[src/rtl/mealy_ctx_sched_pkg.sv]
// ----------------------------------------------------------------------------
// mealy_ctx_pkg
// Shared definitions for the time-shared Mealy step scheduler.
//   PHASE_W : width of a channel's phase context
//   phase_t : OFF/ON1/ON2/ON3 phase encoding
// ----------------------------------------------------------------------------
package mealy_ctx_pkg;

    localparam int PHASE_W = 2;

    typedef enum logic [PHASE_W-1:0] {
        OFF = 2'b00,
        ON1 = 2'b01,
        ON2 = 2'b10,
        ON3 = 2'b11
    } phase_t;

endpackage

[src/rtl/mealy_ctx_sched_if.sv]
// ----------------------------------------------------------------------------
// mealy_ctx_sched_if
// Request/grant bundle of the scheduler.
//   req : per-channel step request (level)
//   inp : per-channel step input bit
//   gnt : one-hot grant of the executed step
//   vld : a step was executed in the previous cycle
//   out : Mealy output of that step
//   ch  : index of the granted channel
// master drives req/inp, slave (the scheduler) drives the results.
// ----------------------------------------------------------------------------
interface mealy_ctx_sched_if #(
    parameter int N_CH  = 4,
    parameter int PTR_W = 2
);
    logic [N_CH-1:0]  req;
    logic [N_CH-1:0]  inp;
    logic [N_CH-1:0]  gnt;
    logic             vld;
    logic             out;
    logic [PTR_W-1:0] ch;

    modport master (output req, output inp, input gnt, input vld, input out, input ch);
    modport slave  (input req, input inp, output gnt, output vld, output out, output ch);
endinterface

[src/rtl/mealy_ctx_sched_step.sv]
// ----------------------------------------------------------------------------
// mealy_step
// Combinational 4-phase Mealy step engine shared by all channels.
//   phase_i     : current phase of the selected channel
//   inp_i       : step input bit
//   last_out_i  : channel's previously emitted output
//   nxt_phase_o : phase after the step
//   out_o       : output produced by the step
// ----------------------------------------------------------------------------
module mealy_step
    import mealy_ctx_pkg::*;
(
    input  phase_t phase_i,
    input  logic   inp_i,
    input  logic   last_out_i,
    output phase_t nxt_phase_o,
    output logic   out_o
);

    // Step table; ON phases with inp=0 hold and replay the stored output.
    always_comb begin
        nxt_phase_o = OFF;
        out_o       = 1'b0;
        case (phase_i)
            OFF: begin
                if (inp_i) begin
                    nxt_phase_o = ON1;
                    out_o       = 1'b0;
                end else begin
                    nxt_phase_o = OFF;
                    out_o       = 1'b1;
                end
            end
            ON1: begin
                if (inp_i) begin
                    nxt_phase_o = ON2;
                    out_o       = 1'b1;
                end else begin
                    nxt_phase_o = ON1;
                    out_o       = last_out_i;
                end
            end
            ON2: begin
                if (inp_i) begin
                    nxt_phase_o = ON3;
                    out_o       = 1'b1;
                end else begin
                    nxt_phase_o = ON2;
                    out_o       = last_out_i;
                end
            end
            ON3: begin
                if (inp_i) begin
                    nxt_phase_o = OFF;
                    out_o       = 1'b0;
                end else begin
                    nxt_phase_o = ON3;
                    out_o       = last_out_i;
                end
            end
            default: begin
                nxt_phase_o = OFF;
                out_o       = 1'b0;
            end
        endcase
    end

endmodule

[src/rtl/mealy_ctx_sched.sv]
// ----------------------------------------------------------------------------
// mealy_ctx_sched
// Round-robin time-sharing of one Mealy step engine across N_CH channels,
// each holding its own phase and last-output context.
//   clk, rst : clock, synchronous active-high reset
//   bus      : mealy_ctx_sched_if.slave (req/inp in, gnt/vld/out/ch out)
//   gnt_cnt  : per-channel saturating 8-bit grant counters, flattened
//              (only when MEALY_CTX_SCHED_GNT_CNT_EN is defined)
// ----------------------------------------------------------------------------
module mealy_ctx_sched
    import mealy_ctx_pkg::*;
#(
    parameter int N_CH  = 4,
    parameter int PTR_W = 2
) (
    input  logic                clk,
    input  logic                rst,
    mealy_ctx_sched_if.slave    bus
`ifdef MEALY_CTX_SCHED_GNT_CNT_EN
    ,
    output logic [N_CH*8-1:0]   gnt_cnt
`endif
);

    phase_t           phase_q [N_CH];
    phase_t           phase_d [N_CH];
    logic             last_q  [N_CH];
    logic             last_d  [N_CH];
    logic [PTR_W-1:0] ptr_q, ptr_d;
    logic [N_CH-1:0]  gnt_q, gnt_d;
    logic             vld_q, vld_d;
    logic             out_q, out_d;
    logic [PTR_W-1:0] ch_q, ch_d;

    logic             sel_found_s;
    logic [PTR_W-1:0] sel_idx_s;
    phase_t           step_nxt_s;
    logic             step_out_s;

    // Round-robin search starting one past the last granted channel.
    always_comb begin
        int               cand;
        logic [PTR_W-1:0] cand_idx;
        sel_found_s = 1'b0;
        sel_idx_s   = '0;
        cand        = 0;
        cand_idx    = '0;
        for (int i = 1; i <= N_CH; i++) begin
            cand     = (int'(ptr_q) + i) % N_CH;
            cand_idx = PTR_W'(cand);
            if (!sel_found_s && bus.req[cand_idx]) begin
                sel_found_s = 1'b1;
                sel_idx_s   = cand_idx;
            end else begin
                sel_found_s = sel_found_s;
            end
        end
    end

    mealy_step u_step (
        .phase_i     (phase_q[sel_idx_s]),
        .inp_i       (bus.inp[sel_idx_s]),
        .last_out_i  (last_q[sel_idx_s]),
        .nxt_phase_o (step_nxt_s),
        .out_o       (step_out_s)
    );

    // Next-state: only the granted channel's context moves; idle cycles hold out/ch/ptr.
    always_comb begin
        for (int i = 0; i < N_CH; i++) begin
            phase_d[i] = phase_q[i];
            last_d[i]  = last_q[i];
        end
        gnt_d = '0;
        vld_d = 1'b0;
        out_d = out_q;
        ch_d  = ch_q;
        ptr_d = ptr_q;
        if (sel_found_s) begin
            phase_d[sel_idx_s] = step_nxt_s;
            last_d[sel_idx_s]  = step_out_s;
            gnt_d              = {{(N_CH-1){1'b0}}, 1'b1} << sel_idx_s;
            vld_d              = 1'b1;
            out_d              = step_out_s;
            ch_d               = sel_idx_s;
            ptr_d              = sel_idx_s;
        end else begin
            gnt_d = '0;
            vld_d = 1'b0;
        end
    end

    // State and output registers; reset parks the pointer on N_CH-1 so ch0 wins first.
    always_ff @(posedge clk) begin
        if (rst) begin
            for (int i = 0; i < N_CH; i++) begin
                phase_q[i] <= OFF;
                last_q[i]  <= 1'b0;
            end
            ptr_q <= PTR_W'(N_CH - 1);
            gnt_q <= '0;
            vld_q <= 1'b0;
            out_q <= 1'b0;
            ch_q  <= '0;
        end else begin
            for (int i = 0; i < N_CH; i++) begin
                phase_q[i] <= phase_d[i];
                last_q[i]  <= last_d[i];
            end
            ptr_q <= ptr_d;
            gnt_q <= gnt_d;
            vld_q <= vld_d;
            out_q <= out_d;
            ch_q  <= ch_d;
        end
    end

    assign bus.gnt = gnt_q;
    assign bus.vld = vld_q;
    assign bus.out = out_q;
    assign bus.ch  = ch_q;

`ifdef MEALY_CTX_SCHED_GNT_CNT_EN
    logic [7:0] cnt_q [N_CH];

    // Saturating grant counters, sticking at 255.
    always_ff @(posedge clk) begin
        if (rst) begin
            for (int i = 0; i < N_CH; i++) begin
                cnt_q[i] <= 8'd0;
            end
        end else begin
            for (int i = 0; i < N_CH; i++) begin
                if (gnt_d[i] && (cnt_q[i] != 8'd255)) begin
                    cnt_q[i] <= cnt_q[i] + 8'd1;
                end else begin
                    cnt_q[i] <= cnt_q[i];
                end
            end
        end
    end

    for (genvar g = 0; g < N_CH; g++) begin : g_cnt
        assign gnt_cnt[g*8 +: 8] = cnt_q[g];
    end
`endif

endmodule

[src/flat_wrapper.sv]
// flat-port wrapper written by rule: the top's interface ports become plain ports
module mealy_ctx_sched_flat import mealy_ctx_pkg::*;
#(
    parameter int N_CH  = 4,
    parameter int PTR_W = 2
)
  (clk, rst, bus_req, bus_inp, bus_gnt, bus_vld, bus_out, bus_ch);
  mealy_ctx_sched_if #(.N_CH(N_CH), .PTR_W(PTR_W)) bus_i ();
  input  logic clk;
  input  logic rst;
  input wire logic [$bits(bus_i.req)-1:0] bus_req;
  input wire logic [$bits(bus_i.inp)-1:0] bus_inp;
  output wire logic [$bits(bus_i.gnt)-1:0] bus_gnt;
  output wire logic [$bits(bus_i.vld)-1:0] bus_vld;
  output wire logic [$bits(bus_i.out)-1:0] bus_out;
  output wire logic [$bits(bus_i.ch)-1:0] bus_ch;
  assign bus_i.req = bus_req;
  assign bus_i.inp = bus_inp;
  assign bus_gnt = bus_i.gnt;
  assign bus_vld = bus_i.vld;
  assign bus_out = bus_i.out;
  assign bus_ch = bus_i.ch;
  mealy_ctx_sched #(.N_CH(N_CH), .PTR_W(PTR_W)) u_core (.clk(clk), .rst(rst), .bus(bus_i));
endmodule
[config.mk]
export PLATFORM = sky130hd
export DESIGN_NAME = mealy_ctx_sched_flat
export DESIGN_NICKNAME = d
export VERILOG_FILES = /design/src/rtl/mealy_ctx_sched_pkg.sv /design/src/rtl/mealy_ctx_sched_if.sv /design/src/rtl/mealy_ctx_sched_step.sv /design/src/rtl/mealy_ctx_sched.sv /design/src/flat_wrapper.sv
export SDC_FILE = /design/constraint.sdc
export NUM_CORES = 1
export LEC_CHECK = 0
export CORE_MARGIN = 2
export CORE_UTILIZATION = 30
export CTS_CLUSTER_DIAMETER = 100
export DETAILED_ROUTE_END_ITERATION = 7
export GPL_TIMING_DRIVEN = 1
export SLEW_MARGIN = 15
export SYNTH_ARGS = -nofsm -noshare
export SYNTH_HDL_FRONTEND = slang
export SYNTH_SLANG_ARGS = --single-unit
[constraint.sdc]
create_clock -name clk -period 6.1 [get_ports clk]
set_input_delay 1.83 -clock clk [delete_from_list [all_inputs] [get_ports clk]]
set_output_delay 1.83 -clock clk [all_outputs]
set_load 0.02 [all_outputs]
**After elaboration in Yosys (flattened, before gate mapping)**

Memory sizes are Yosys's and may differ from the RTL's.
Index checks and enable logic that the tools add are counted.

- $add $sub $neg: 4
- Order comparisons: 7
- Equality and inequality tests: 3
- Shifts and indexed selects: 1
- Muxes and demuxes: 47
- Bitwise gates (word level): 10
- Reduce and logical (&&, ||, !) cells: 10

Operators by type and width:

| operator | number |
|---|---|
| two-way mux 1 bit | 23 |
| two-way mux 2 bit | 11 |
| less-than comparator 2 x 3 -> 1 bit, second input constant | 5 |
| binary-select mux 1 bit (select 2 bit) | 5 |
| bitwise mux 8 bit | 1 |
| two-way mux 8 bit | 1 |
| bitwise OR 1 bit | 8 |
| case mux 2 bit (4 select lines) | 1 |
| adder 2 x 1 -> 2 bit, second input constant | 2 |
| adder 2 bit, second input constant | 2 |
| bitwise mux 4 bit | 1 |
| demux 2 bit (select 2 bit) | 1 |
| == test 2 bit, second input constant | 2 |
| logical AND 1 bit | 4 |
| two-way mux 4 bit | 1 |
| OR reduction 2 bit | 2 |
| << shifter 1 x 2 -> 4 bit, first input constant | 1 |
| >= comparator 3 bit, second input constant | 1 |
| logical NOT 1 bit | 3 |
| less-than comparator 3 x 1 -> 1 bit, second input constant | 1 |
| NOT 2 -> 3 bit | 1 |
| case mux 1 bit (3 select lines) | 1 |
| demux 1 bit (select 2 bit) | 1 |
| == test 2 x 1 -> 1 bit, second input constant | 1 |
| 2 further kinds | 2 |

- Bits in registers: 10
- Bits in writable memories: 12
- Input bits: 10
- Output and inout bits: 8
- Word-level logic and storage cells: 89
- Memories: 2

Memory list:

| name | depth | bits a word | read ports | clocked after memory_dff | write ports | RTL line | text |
|---|---|---|---|---|---|---|---|
| u_core.phase_q | 4 | 2 | 5 | 0 | 4 | mealy_ctx_sched.sv:25 | `phase_t phase_q [N_CH];` |
| u_core.last_q | 4 | 1 | 5 | 0 | 4 | mealy_ctx_sched.sv:27 | `logic last_q [N_CH];` |

**Logic depth before layout (Yosys ltp)**

- Depth in word-level cells: 21
- Gate-level depth with buffers: 11
- Mapped depth without buffers: 10

**By module**

From an unflattened synthesis, not the netlist that was laid out.

- Cell total of the unflattened synthesis: 123
- Area, all modules: 1148.6 µm²

Modules (own cells, without submodules):

| module | times used | cells each | area each (µm²) | seq. area each (µm²) |
|---|---|---|---|---|
| mealy_ctx_sched | 1 | 108 | 1027.2 | 440.4 |
| mealy_step | 1 | 15 | 121.4 | 0.0 |

**Worst setup path after synthesis**

No wires, ideal clock.

- Path type: in2reg
- Start point: in bus_req[3]
- End point: mem u_core.last_q[0]
- Setup time: 87 ps
- Arrival: 3949 ps
- Data required time: 6013 ps
- Path slack: 2064 ps
- Stages: 11
- Path through: nor2b_1 > o21a_1 > nor3_4 > buf_2 > mux2i_1 > inv_1 > ha_1 > nand2b_1 > o21ai_1 > o31ai_2 > o31ai_1

RTL lines:

| element | RTL line | text |
|---|---|---|
| start, declared | flat_wrapper.sv:11 | `input wire logic [$bits(bus_i.req)-1:0] bus_req;` |
| end, declared | mealy_ctx_sched.sv:27 |  |

==> flow_summary_export.csv <==
group,metric,value,unit
clocking,cts_tree,"done",
critical_path,cp_slowest_cell,"o221ai_2",
drt,avgViaCountPerCell,4.71,
layout,fin_cells,182,
power_and_ir_drop,irDropWorstVdd,0.0925,mV
clocking,cts_max_level,1,
critical_path,rr_worst_depth,10,
layout,diodes,0,
sta,fmax,218,MHz
placement,numPortBuffers,17,
placement,place_inst,178,
logic_synthesis,syn_inst,118,
critical_path,critical_path_arrival,4.76,ns
logic_synthesis,avgSynthCellArea,9.34,sq um
sta,relSlewSlack,0.430,
drt,route.detailed.drc,0,
floorplan,start_util,0.306,
placement,dp_hpwl,1750,um
clocking,cts.sinks,22,
floorplan,fp.dieArea,4180,sq um
sta,fin_skew,0.00427,ns
drt,routed_wl,2320,um
logic_synthesis,synth_fa_ha_area_frac,0.0454,
layout,drive_gt1_frac,0.104,
critical_path,crit_required,6.27,ns
clocking,insertion_delay,0.26,ns
logic_synthesis,synth_seq_cells,22,
drt,ant_nets,0,
outcome,status,"finished, final reports clean",
layout,nets,149,
logic_synthesis,synth_nets,132,
floorplan,die_w,64.6,um
layout,final_cell_mix,"dfxtp_1 (22), clkdlybuf4s50_1 (17), nor2_1 (14)",
logic_synthesis,ys_types,34,
global_routing,gr-total-overflow,0,
global_routing,grt_max_degree,22,
sta,finalMaxSlewViolations,0,
clocking,cts-buffers-inserted,3,
logic_synthesis,synth_xor_area_frac,0.0318,
global_routing,grt_usage,0.117,
clocking,cts_hold_buffers,0,
sta,rsz0062_at_grt,"false",
layout,layout_commonest_cell,"dfxtp_1",
logic_synthesis,synth-simple-area-share,0.196,
sta,finalCriticalPeriod,4.59,ns
power_and_ir_drop,p_leak,0.538,nW
logic_synthesis,synth-compound-area-share,0.184,
critical_path,cp-start-kind,"input port",
clocking,cts_root_buffer,"clkbuf_8",
logic_synthesis,muxShareOfSynthArea,0.104,
critical_path,cp-end-kind,"flip-flop",
sta,finalHoldViolCount,0,
global_routing,first_global_vias,849,
clocking,post_cts_buffers,0,
global_routing,antenna_found_initial,0,
hold_path,hold_path.class,"reg2reg",
layout,nFillCells,365,
critical_path,path_class,"in2reg",
drt,initialDrtViolationCount,38,
logic_synthesis,netlist_area,1100,sq um
sta,setup_viol,0,
drt,vias,857,
sta,tns,0,ns
layout,area_growth,23.7,%
floorplan,rows,22,
floorplan,num_io_pins,18,
power_and_ir_drop,power_density,267,nW/um^2
clocking,clk_pin_slew,0.08,ns
global_routing,grt_first_pass_wirelength,3820,um
clocking,clockBufferDepth,2,
drt,drtPass1Iterations,4,
sta,finalCritPeriodShare,0.753,
critical_path,crit_chain,"clkdlybuf4s50_1 > nand2b_1 > o221ai_2 > mux2i_1 > mux2i_1 > inv_1 > ha_1 > nand2b_1 > o21ai_1 > o31ai_2 > o31ai_1",
clocking,cts_resized,0,
logic_synthesis,synth_top_family_by_area,"simple AND/OR/NAND/NOR gates",
critical_path,crit_fanout,13,
logic_synthesis,yosysSeqAreaShare,0.400,
floorplan,die_h,64.6,um
drt,wire_per_inst,12.7,um
critical_path,slowest_delay,0.59,ns
hold_path,whs_path_depth,2,
logic_synthesis,yosysWarnings,0,
floorplan,design.core.area,3610,sq um
sta,tightest_slew,0.852,ns
job,drv_cap,0,
placement,gp_congestion,0.741,
-- logic make-up (layout without fill, tap and decap cells) --
family                     Yosys count  count (layout)
xor gates and xnor gates             4               4
buffers and inverters               10              26
DFF                                 22              22
AOI/OAI and AO/OA                   23              23
and+or+nand+nor                     44              44
muxes                               11              11
adders and majority gates            4               4
-- metal layers --
metal	share of wire	track usage	vias to the layer above
met5	0	0	-
li1	-	-	442
met4	0.0060	0.0479	0
met2	0.52	0.214	11
met1	0.46	0.132	402
met3	0.021	0.0226	2
-- synthesized netlist by cell type --
master	count	area, sq um
dfxtp_1	22	440
nor2_1	14	52.6
mux2i_1	9	90.1
nand2_1	9	33.8
nand3_1	8	40.0
a21oi_1	6	30.0
ha_1	4	50.1
inv_1	4	15.0
nand2b_1	4	25.0
o31ai_1	4	30.0
o41ai_2	4	65.1
and2_1	2	12.5
clkbuf_1	2	7.51
nor2b_1	2	12.5
o21a_1	2	15.0
o21ai_1	2	10.0
xnor2_1	2	17.5
xor2_1	2	17.5
a2111o_1	1	11.3
a211oi_1	1	7.51
a31oi_1	1	6.26
buf_1	1	3.75
buf_2	1	5.00
buf_4	1	7.51
clkinv_1	1	3.75
mux2_1	1	11.3
mux2i_2	1	13.8
nor2_2	1	6.26
nor3_1	1	5.00
nor3_4	1	16.3
o221ai_2	1	15.0
o31ai_2	1	12.5
or2_1	1	6.26
or2_2	1	6.26
-- final timing paths --
kind                         start                to  slack [ns]
setup reg to reg   u_core.ptr_q[1]  u_core.last_q[1]        3.23
hold reg to reg   u_core.bus.ch[1]  u_core.bus.ch[1]        0.46
setup / recovery        bus_req[1]  u_core.last_q[1]        1.51
hold / removal    u_core.bus.ch[1]  u_core.bus.ch[1]        0.46
-- critical path: cells and delay by family --
family | cells | cell delay [ns]
muxes | 2 | 0.56
AOI/OAI and AO/OA | 4 | 1.07
and+or+nand+nor | 2 | 0.29
buffers and inverters | 2 | 0.67
adders and majority gates | 1 | 0.33
-- report_power, final --
part / switching (mW) / internal (mW)
Combinational: 0.0562 / 0.0407
Clock: 0.0449 / 0.0575
Sequential: 0.00746 / 0.157
Total: 0.109 / 0.255
-- sequential cells by signal, indices dropped and copies added (netlist names) --
| signal | count |
|---|---|
| u_core.ptr_q | 2 |
| u_core.bus.vld | 1 |
| u_core.last_q | 4 |
| u_core.bus.ch | 2 |
| u_core.phase_q | 8 |
| u_core.bus.gnt | 4 |
| u_core.bus.out | 1 |
-- per-stage QoR --
stage | total power [mW] | util | hold slack (ns) | setup slack [ns] | area [sq um]
3_5_place_dp | 0.265 | 0.363 | 0.452 | 1.22 | 1310
5_1_grt | 0.385 | 0.378 | 0.492 | 1.25 | 1360
3_3_place_gp | 0.263 | 0.363 | 0.447 | 1.40 | 1310
6_report | 0.364 | 0.378 | 0.458 | 1.51 | 1360
4_1_cts | 0.369 | 0.378 | 0.460 | 1.49 | 1360
2_1_floorplan | 0.236 | - | 0.437 | 2.06 | 1100
-- cell type report --
class / count / area [sq um] / share of cell area
Tap cell: 48 / 60.1 / 0.0440
Clock buffer: 4 / 55.1 / 0.0404
Inverter: 5 / 18.8 / 0.0138
Sequential cell: 22 / 440 / 0.323
Multi-Input combinational cell: 86 / 619 / 0.454
Timing Repair Buffer: 17 / 170 / 0.125
No activity file was read; power rests on OpenSTA's default activity.
